==> config.mk <==
export PLATFORM = sky130hd
export DESIGN_NAME = contador_sincrono
export DESIGN_NICKNAME = d
export VERILOG_FILES = /design/src/rtl/contador_sincrono.sv
export SDC_FILE = /design/constraint.sdc
export NUM_CORES = 1
export LEC_CHECK = 0
export ABC_AREA = 1
export BUFFER_PORTS_ARGS = -buffer_cell sky130_fd_sc_hd__clkbuf_2
export CAP_MARGIN = 20
export CELL_PAD_IN_SITES_DETAIL_PLACEMENT = 2
export CELL_PAD_IN_SITES_GLOBAL_PLACEMENT = 2
export CORE_AREA = 2 2 39 41
export CTS_CLUSTER_DIAMETER = 150
export DETAILED_ROUTE_END_ITERATION = 8
export DIE_AREA = 0 0 41 43
export PLACE_DENSITY = 0.49
export SETUP_SLACK_MARGIN = 0.1
export SYNTH_ARGS = -nofsm -noshare
export SYNTH_HDL_FRONTEND = slang
export SYNTH_SLANG_ARGS = --single-unit
export TNS_END_PERCENT = 10
==> constraint.sdc <==
create_clock -name clk -period 1.2 [get_ports clk]
set_input_delay 0.18 -clock clk [delete_from_list [all_inputs] [get_ports clk]]
set_output_delay 0.18 -clock clk [all_outputs]
set_load 0.005 [all_outputs]
==> src/rtl/contador_sincrono.sv <==
// Synchronous binary up-counter built from T flip-flops with AND-carry toggle
// enables, optional modulus truncation and a terminal-count decode.
module contador_sincrono #(
    parameter int WIDTH   = 4,
    parameter int MODULUS = 16
) (
    input  logic             clk,
    input  logic             clr,
    output logic [WIDTH-1:0] q,
    output logic             tc
);

    generate
        if (WIDTH < 1 || WIDTH > 16) begin : g_bad_width
            $error("contador_sincrono: WIDTH must be within 1..16");
        end
        if (MODULUS < 2 || MODULUS > (2 ** WIDTH)) begin : g_bad_modulus
            $error("contador_sincrono: MODULUS must be within 2..2**WIDTH");
        end
    endgenerate

    localparam logic [WIDTH-1:0] LAST     = WIDTH'(MODULUS - 1);
    localparam bit               TRUNCATE = (MODULUS < (2 ** WIDTH));

    logic [WIDTH-1:0] q_reg;
    logic [WIDTH-1:0] q_next;
    logic [WIDTH-1:0] toggle;
    logic             at_last;
    logic             wrap;

    assign at_last = (q_reg == LAST);
    // A power-of-two modulus wraps naturally through the carry chain.
    assign wrap    = TRUNCATE && at_last;

    genvar gi;
    generate
        for (gi = 0; gi < WIDTH; gi++) begin : g_bit
            if (gi == 0) begin : g_lsb
                assign toggle[gi] = 1'b1;
            end else begin : g_carry
                assign toggle[gi] = toggle[gi-1] & q_reg[gi-1];
            end
            assign q_next[gi] = wrap ? 1'b0 : (q_reg[gi] ^ toggle[gi]);
        end
    endgenerate

    always_ff @(posedge clk or negedge clr) begin
        if (!clr) begin
            q_reg <= '0;
        end else begin
            q_reg <= q_next;
        end
    end

    assign q  = q_reg;
    assign tc = clr & at_last;

endmodule

=== Word level (Yosys, flattened, before mapping) ===
Cells that the tools add are included.

* Bitwise operators: 7
* Equal/unequal tests: 1

{| class="wikitable"
|+ Operator list
! operator !! number
|-
| $eq 4x4->1 const B || 1
|-
| $and 1x1->1 || 3
|-
| $xor 1x1->1 || 3
|-
| $not 1->1 || 1
|}

* Bits of input ports: 2
* Flip-flop bits (word level): 4

=== Depth between registers and ports, before layout ===
Gate-level depths: netlist (run 1).

* Word-level depth: 3
* Gate-level depth with buffers: 5
* Gate-level depth less buffers: 5

=== Worst setup path after synthesis (run 1) ===
Ideal clock, no wire load.

* Path type: register -> register
* Start point: register q_reg[0] (netlist: q[0])
* End point: register q_reg[3] (netlist: q[3])
* Cell stages (with the launch flop): 5
* Clock period less this slack: 0.996 ns
* Data required time: 1.083 ns
* Setup time: 0.117 ns
* Setup slack: 0.204 ns
* Buffers on the path: 0
* Arrival time: 0.880 ns
* Cells stage by stage: dfrtp_1 ha_1 ha_1 nand2_1 nand2_1

* Cells in the longest elaborated chain, start to end: 3

{| class="wikitable"
|+ Ends and longest elaborated chain
! item !! line !! text
|-
| from (decl) || 25 || <nowiki>logic [WIDTH-1:0] q_reg;</nowiki>
|-
| from (signal assigned) || 51 || <nowiki>q_reg <= q_next;</nowiki>
|-
| $and 1x1->1 (2 in a row) || 41 || <nowiki>assign toggle[gi] = toggle[gi-1] & q_reg[gi-1];</nowiki>
|-
| $xor 1x1->1 || 43 || <nowiki>assign q_next[gi] = wrap ? 1'b0 : (q_reg[gi] ^ toggle[gi]);</nowiki>
|-
| via q_next[3] || 26 || <nowiki>logic [WIDTH-1:0] q_next;</nowiki>
|}

The timed path passes the listed nets, and every way through them passes these cells.

=== Worst setup path in the final report (run 1) ===
* Start point: register q_reg[0] (netlist: q[0])
* End point: output port tc

* Cells in the longest elaborated chain, start to end: 2

{| class="wikitable"
|+ Ends and longest elaborated chain
! item !! line !! text
|-
| $eq 4x4->1 || 31 || <nowiki>assign at_last = (q_reg == LAST);</nowiki>
|-
| $and 1x1->1 || 56 || <nowiki>assign tc = clr & at_last;</nowiki>
|-
| to (decl) || 10 || <nowiki>output logic tc</nowiki>
|}

No other way between the ends.

==> results.toml, run 1 <==
[logic_synthesis]
synth_top_family_by_area = "adder cells"
yosys.area_share.simple_pct = 14.2
synthAdderAreaFrac_pct = 15.7
synth_xor_area_share_pct = 0
yosys_warnings = 0
syn_area_um2 = 159
avgSynthCellArea_um2 = 10.6
syn_nets = 19
synth_seq_cells = 4
synth_mux_area_share_pct = 0
syn_inst = 15
seq_area_frac_synth_pct = 63.0
synth-compound-area-share_pct = 0
synth_cell_type_count = 5

[clock_network]
clk_pin_slew_ns = 0.04
cts-root-buf = "clkbuf_4"
cts_tree = "yes"
clk_latency_ns = 0.24
clockBufferDepth = 2
cts_made_buffers = 3
clock_sinks = 4
h-tree-depth = 1

[setup_path]
required_ns = 1.02
arrival_ns = 1.01
critPathMaxFanout = 2
end_kind = "output port"
cp-start-kind = "flop"
crit_type = "reg2out"

[layout]
drive_gt1_share_pct = 59.3
area_growth_pct = 80.3
final_util_pct = 20.7
largest_register_ffs = 4
postLayoutCellArea_um2 = 287
final_common_cell = "clkbuf_2"
num_antenna_cells = 0
fillCellCount = 158
nNetsFinal = 33
final_cell_mix = "clkbuf_2, dfrtp_1, nand2_1, clkbuf_4"

[global_route]
grt-ovfl-total = 0
grt_max_degree = 5
grt_usage_pct = 6.75
grt_pass1_vias = 170
grt_pass1_wl_um = 710
antenna_found_initial = 0

[routing]
ant_nets = 0
viasPerCell = 3.35
wl_um = 419
num_vias = 144
first_iter_violations = 0
drc = 0
firstDrtPassIters = 1
wire_per_inst_um = 9.74

[timing]
min_period_over_period_pct = 99.4
fin_setup_tns_ns = 0
hold_violations = 0
hold-worst-slack_ns = 0.345
drv_slew = 0
tightestPinTransition_ns = 0.199
fmax_ghz = 0.839
rsz0062_at_grt = "yes"
min_period_ns = 1.19
finalSetupViolCount = 0
relSlewSlack_pct = 86.7
setup_slack_ns = 0.00751
fin_skew_ns = 0.00406

[min_path]
hp-class = "in2async"

[power]
p_switching_uw = 63.1
clock_power_share_pct = 54.5
power.density_mw_per_mm2 = 1100
vdd_drop_max_mv = 0.332
switching_share_pct = 20.1
p_int_uw = 251
pwr-share-comb_pct = 2.3
p_seq_share_pct = 43.1
power_leakage_nw = 0.144

[flow_run]
cap_violations = 0

[floorplanning]
fp.dieH_um = 43
core_area_mm2 = 0.00138
die-area_mm2 = 0.00176
rows = 14
start_util_pct = 11.5
io_pins = 7
die_x_um = 41

[placement]
place_area_um2 = 209
dpl_worst_slack_ns = 0.143
gp_congestion = 0.508
io_buffers = 6
post-dp-hpwl_um = 293

[status]
status = "complete, no violations"
[metrics by stage]
stage                     std cells  power (mW)
final                            43       0.314
after global routing             43       0.333
after CTS                        42       0.326
after detailed placement         37       0.142
after global placement           37       0.141
after floorplan                  15       0.137
[per-layer routing]
layer  GRT usage, %  vias up  part of all wire [%]
li1               -       69                     -
met1           6.84       64                    37
met2           8.44        9                    46
met3           2.09        2                    12
met4           10.0        0                   3.3
met5              0        -                     0
[power groups by stage]
stage	clock, mW	combinational, mW	sequential, mW
after floorplan	0	0.0000370	0.137
after global placement	0	0.00410	0.137
after detailed placement	0	0.00467	0.137
after CTS	0.183	0.00754	0.135
after global routing	0.189	0.00849	0.135
final	0.171	0.00737	0.136
[repair_timing]
action,in CTS,in global routing
endpoints found under the setup margin,1,2
hold buffers,1,0
resized for setup,3,5
endpoints found under the hold margin,4,0
pin swaps,1,3
setup buffers,1,1
[synthesized netlist by cell type]
cell type  count  area [um^2]
inv_1          3         11.3
dfrtp_1        4          100
ha_1           2         25.0
nand2_1        5         18.8
nor2_1         1         3.75
[cells by family (layout without fill, tap and decap cells)]
family        after synthesis  count (layout)
simple gates                6               6
flops                       4               4
buf+inv                     3              15
fa+ha+maj                   2               2
[layout make-up]
| class | instances | area [um^2] | share of cell area [%] |
|---|---|---|---|
| Timing Repair Buffer | 9 | 55.1 | 19.2 |
| Sequential cell | 4 | 100 | 34.9 |
| Clock buffer | 3 | 22.5 | 7.86 |
| Tap cell | 16 | 20.0 | 6.99 |
| Inverter | 3 | 11.3 | 3.93 |
| Multi-Input combinational cell | 8 | 77.6 | 27.1 |
[path summary, 6_finish.rpt]
| kind | to | from | depth (start not counted) | slack [ns] |
|---|---|---|---|---|
| setup / recovery | tc | q[0]$_DFF_PN0_ | 4 | 0.008 |
| hold / removal | q[0]$_DFF_PN0_ | clr | 2 | 0.34 |
| setup reg to reg | q[3]$_DFF_PN0_ | q[0]$_DFF_PN0_ | 5 | 0.13 |
| hold reg to reg | q[3]$_DFF_PN0_ | q[3]$_DFF_PN0_ | 2 | 0.54 |
| max in group asynchronous | q[2]$_DFF_PN0_ | clr | 2 | 0.68 |
| min in group clk | q[3]$_DFF_PN0_ | q[3]$_DFF_PN0_ | 2 | 0.54 |
[worst max-delay path, stage by stage, from the launching register on]
cell,delay (ns)
dfrtp_1,0.40
ha_4,0.18
nand2_2,0.05
nor2_1,0.03
buf_2,0.12
Note: power is estimated with default switching activity, not from simulation.
==> run 2, diff against run 1 <==
Clock period 1.2 ns to 1.25 ns, I/O delays scaled along.
==> results.toml, run 2 (same netlist as run 1, synthesis figures left out) <==
[timing]
min_period_ns = 1.20
min_period_over_period_pct = 96.0
relSlewSlack_pct = 86.7
drv_slew = 0
hold_violations = 0
fin_skew_ns = 0.00406
finalSetupViolCount = 0
fmax_ghz = 0.833
tightestPinTransition_ns = 0.198
rsz0062_at_grt = "yes"

[power]
power_leakage_nw = 0.146
power.density_mw_per_mm2 = 1110
fin_total_pwr_uw = 302
vdd_drop_max_mv = 0.319

[setup_path]
required_ns = 1.06
crit_type = "reg2out"
cp-start-kind = "flop"
arrival_ns = 1.01
ff2ff_path_depth = 5
end_kind = "output port"
crit_path_start = "q[0]$_DFF_PN0_"
r2r-end = "q[3]$_DFF_PN0_"
critPathMaxFanout = 2
r2r_start = "q[0]$_DFF_PN0_"
ff2ff_setup_slack_ns = 0.14

[global_route]
grt_pass1_vias = 170
grt_pass1_wl_um = 724
grt-ovfl-total = 0
antenna_found_initial = 0
grt_usage_pct = 6.85
grt_max_degree = 5

[clock_network]
cts-root-buf = "clkbuf_4"
h-tree-depth = 1
clk_latency_ns = 0.24
cts_made_buffers = 3
clk_pin_slew_ns = 0.04
cts_tree = "yes"
clock_sinks = 4
clockBufferDepth = 2

[placement]
gp_congestion = 0.508
place_area_um2 = 209
io_buffers = 6
post-dp-hpwl_um = 293

[routing]
viasPerCell = 3.37
drc = 0
wl_um = 412
ant_nets = 0
firstDrtPassIters = 1
first_iter_violations = 0
num_vias = 145
wire_per_inst_um = 9.58

[floorplanning]
core_area_mm2 = 0.00138
start_util_pct = 11.5
io_pins = 7
die-area_mm2 = 0.00176
die_x_um = 41
fp.dieH_um = 43
rows = 14

[layout]
final_util_pct = 19.6
final_common_cell = "clkbuf_2"
largest_register_ffs = 4
postLayoutCellArea_um2 = 272
nNetsFinal = 33
area_growth_pct = 70.9
fillCellCount = 160
final_cell_mix = "clkbuf_2, nand2_1, dfrtp_1"
num_antenna_cells = 0
drive_gt1_share_pct = 48.1

[flow_run]
cap_violations = 0

[status]
status = "complete, no violations"

[min_path]
hp-class = "in2async"
## run 2: cell counts in the layout (fill, tap and decap cells not counted)
No cell type changed its count.
## run 2: critical path, cell delays in order (launching register included)
cell and delay (ns):
dfrtp_1 0.40, ha_4 0.18, nand2_2 0.05, nor2_1 0.03, buf_2 0.12
## run 2: timing repair
item                       CTS  global route
setup buffers                1             1
resized for setup            1             3
hold endpoints to repair     4             0
gates cloned                 0             0
hold buffers                 1             0
setup endpoints to repair    1             2
pin swaps                    1             2
## run 2: how the worst max path moves through the flow
stage,to,slack [ns],cells after the start
CTS,tc,-0.009,4
finish,tc,0.05,4
detailed placement,q[3]$_DFF_PN0_,0.19,4
global placement,q[3]$_DFF_PN0_,0.24,4
floorplan,q[3]$_DFF_PN0_,0.25,4
global route,tc,-0.01,4
## run 2: metal layers
| metal | GRT usage, % | part of all wire [%] |
|---|---|---|
| met1 | 7.17 | 37 |
| met2 | 8.44 | 47 |
| met3 | 2.09 | 13 |
| met4 | 10.0 | 3.4 |
| met5 | 0 | 0 |
## run 2: cell type report
| cell class | count | area (um^2) | area share, % |
|---|---|---|---|
| clock buffers | 3 | 22.5 | 8.29 |
| repair buffers | 9 | 55.1 | 20.3 |
| inverters | 3 | 11.3 | 4.15 |
| flip-flops and latches | 4 | 100 | 36.9 |
| well taps | 16 | 20.0 | 7.37 |
| multi-input cells | 8 | 62.6 | 23.0 |
## run 2: stage by stage
step | TNS, ns | cells | hold slack, ns | worst slack (ns)
5_1_grt | -0.0121 | 43 | 0.377 | -0.0121
4_1_cts | -0.00938 | 42 | 0.342 | -0.00938
2_1_floorplan | 0 | 15 | -0.108 | 0.254
3_3_place_gp | 0 | 37 | 0.00333 | 0.235
3_5_place_dp | 0 | 37 | 0.0125 | 0.193
6_report | 0 | 43 | 0.353 | 0.0502
## run 2: where the power goes
group,switching [mW],total (mW),internal [mW]
logic,0.00385,0.00709,0.00324
registers,0,0.130,0.130
clock network,0.0568,0.164,0.108
total,0.0606,0.302,0.241
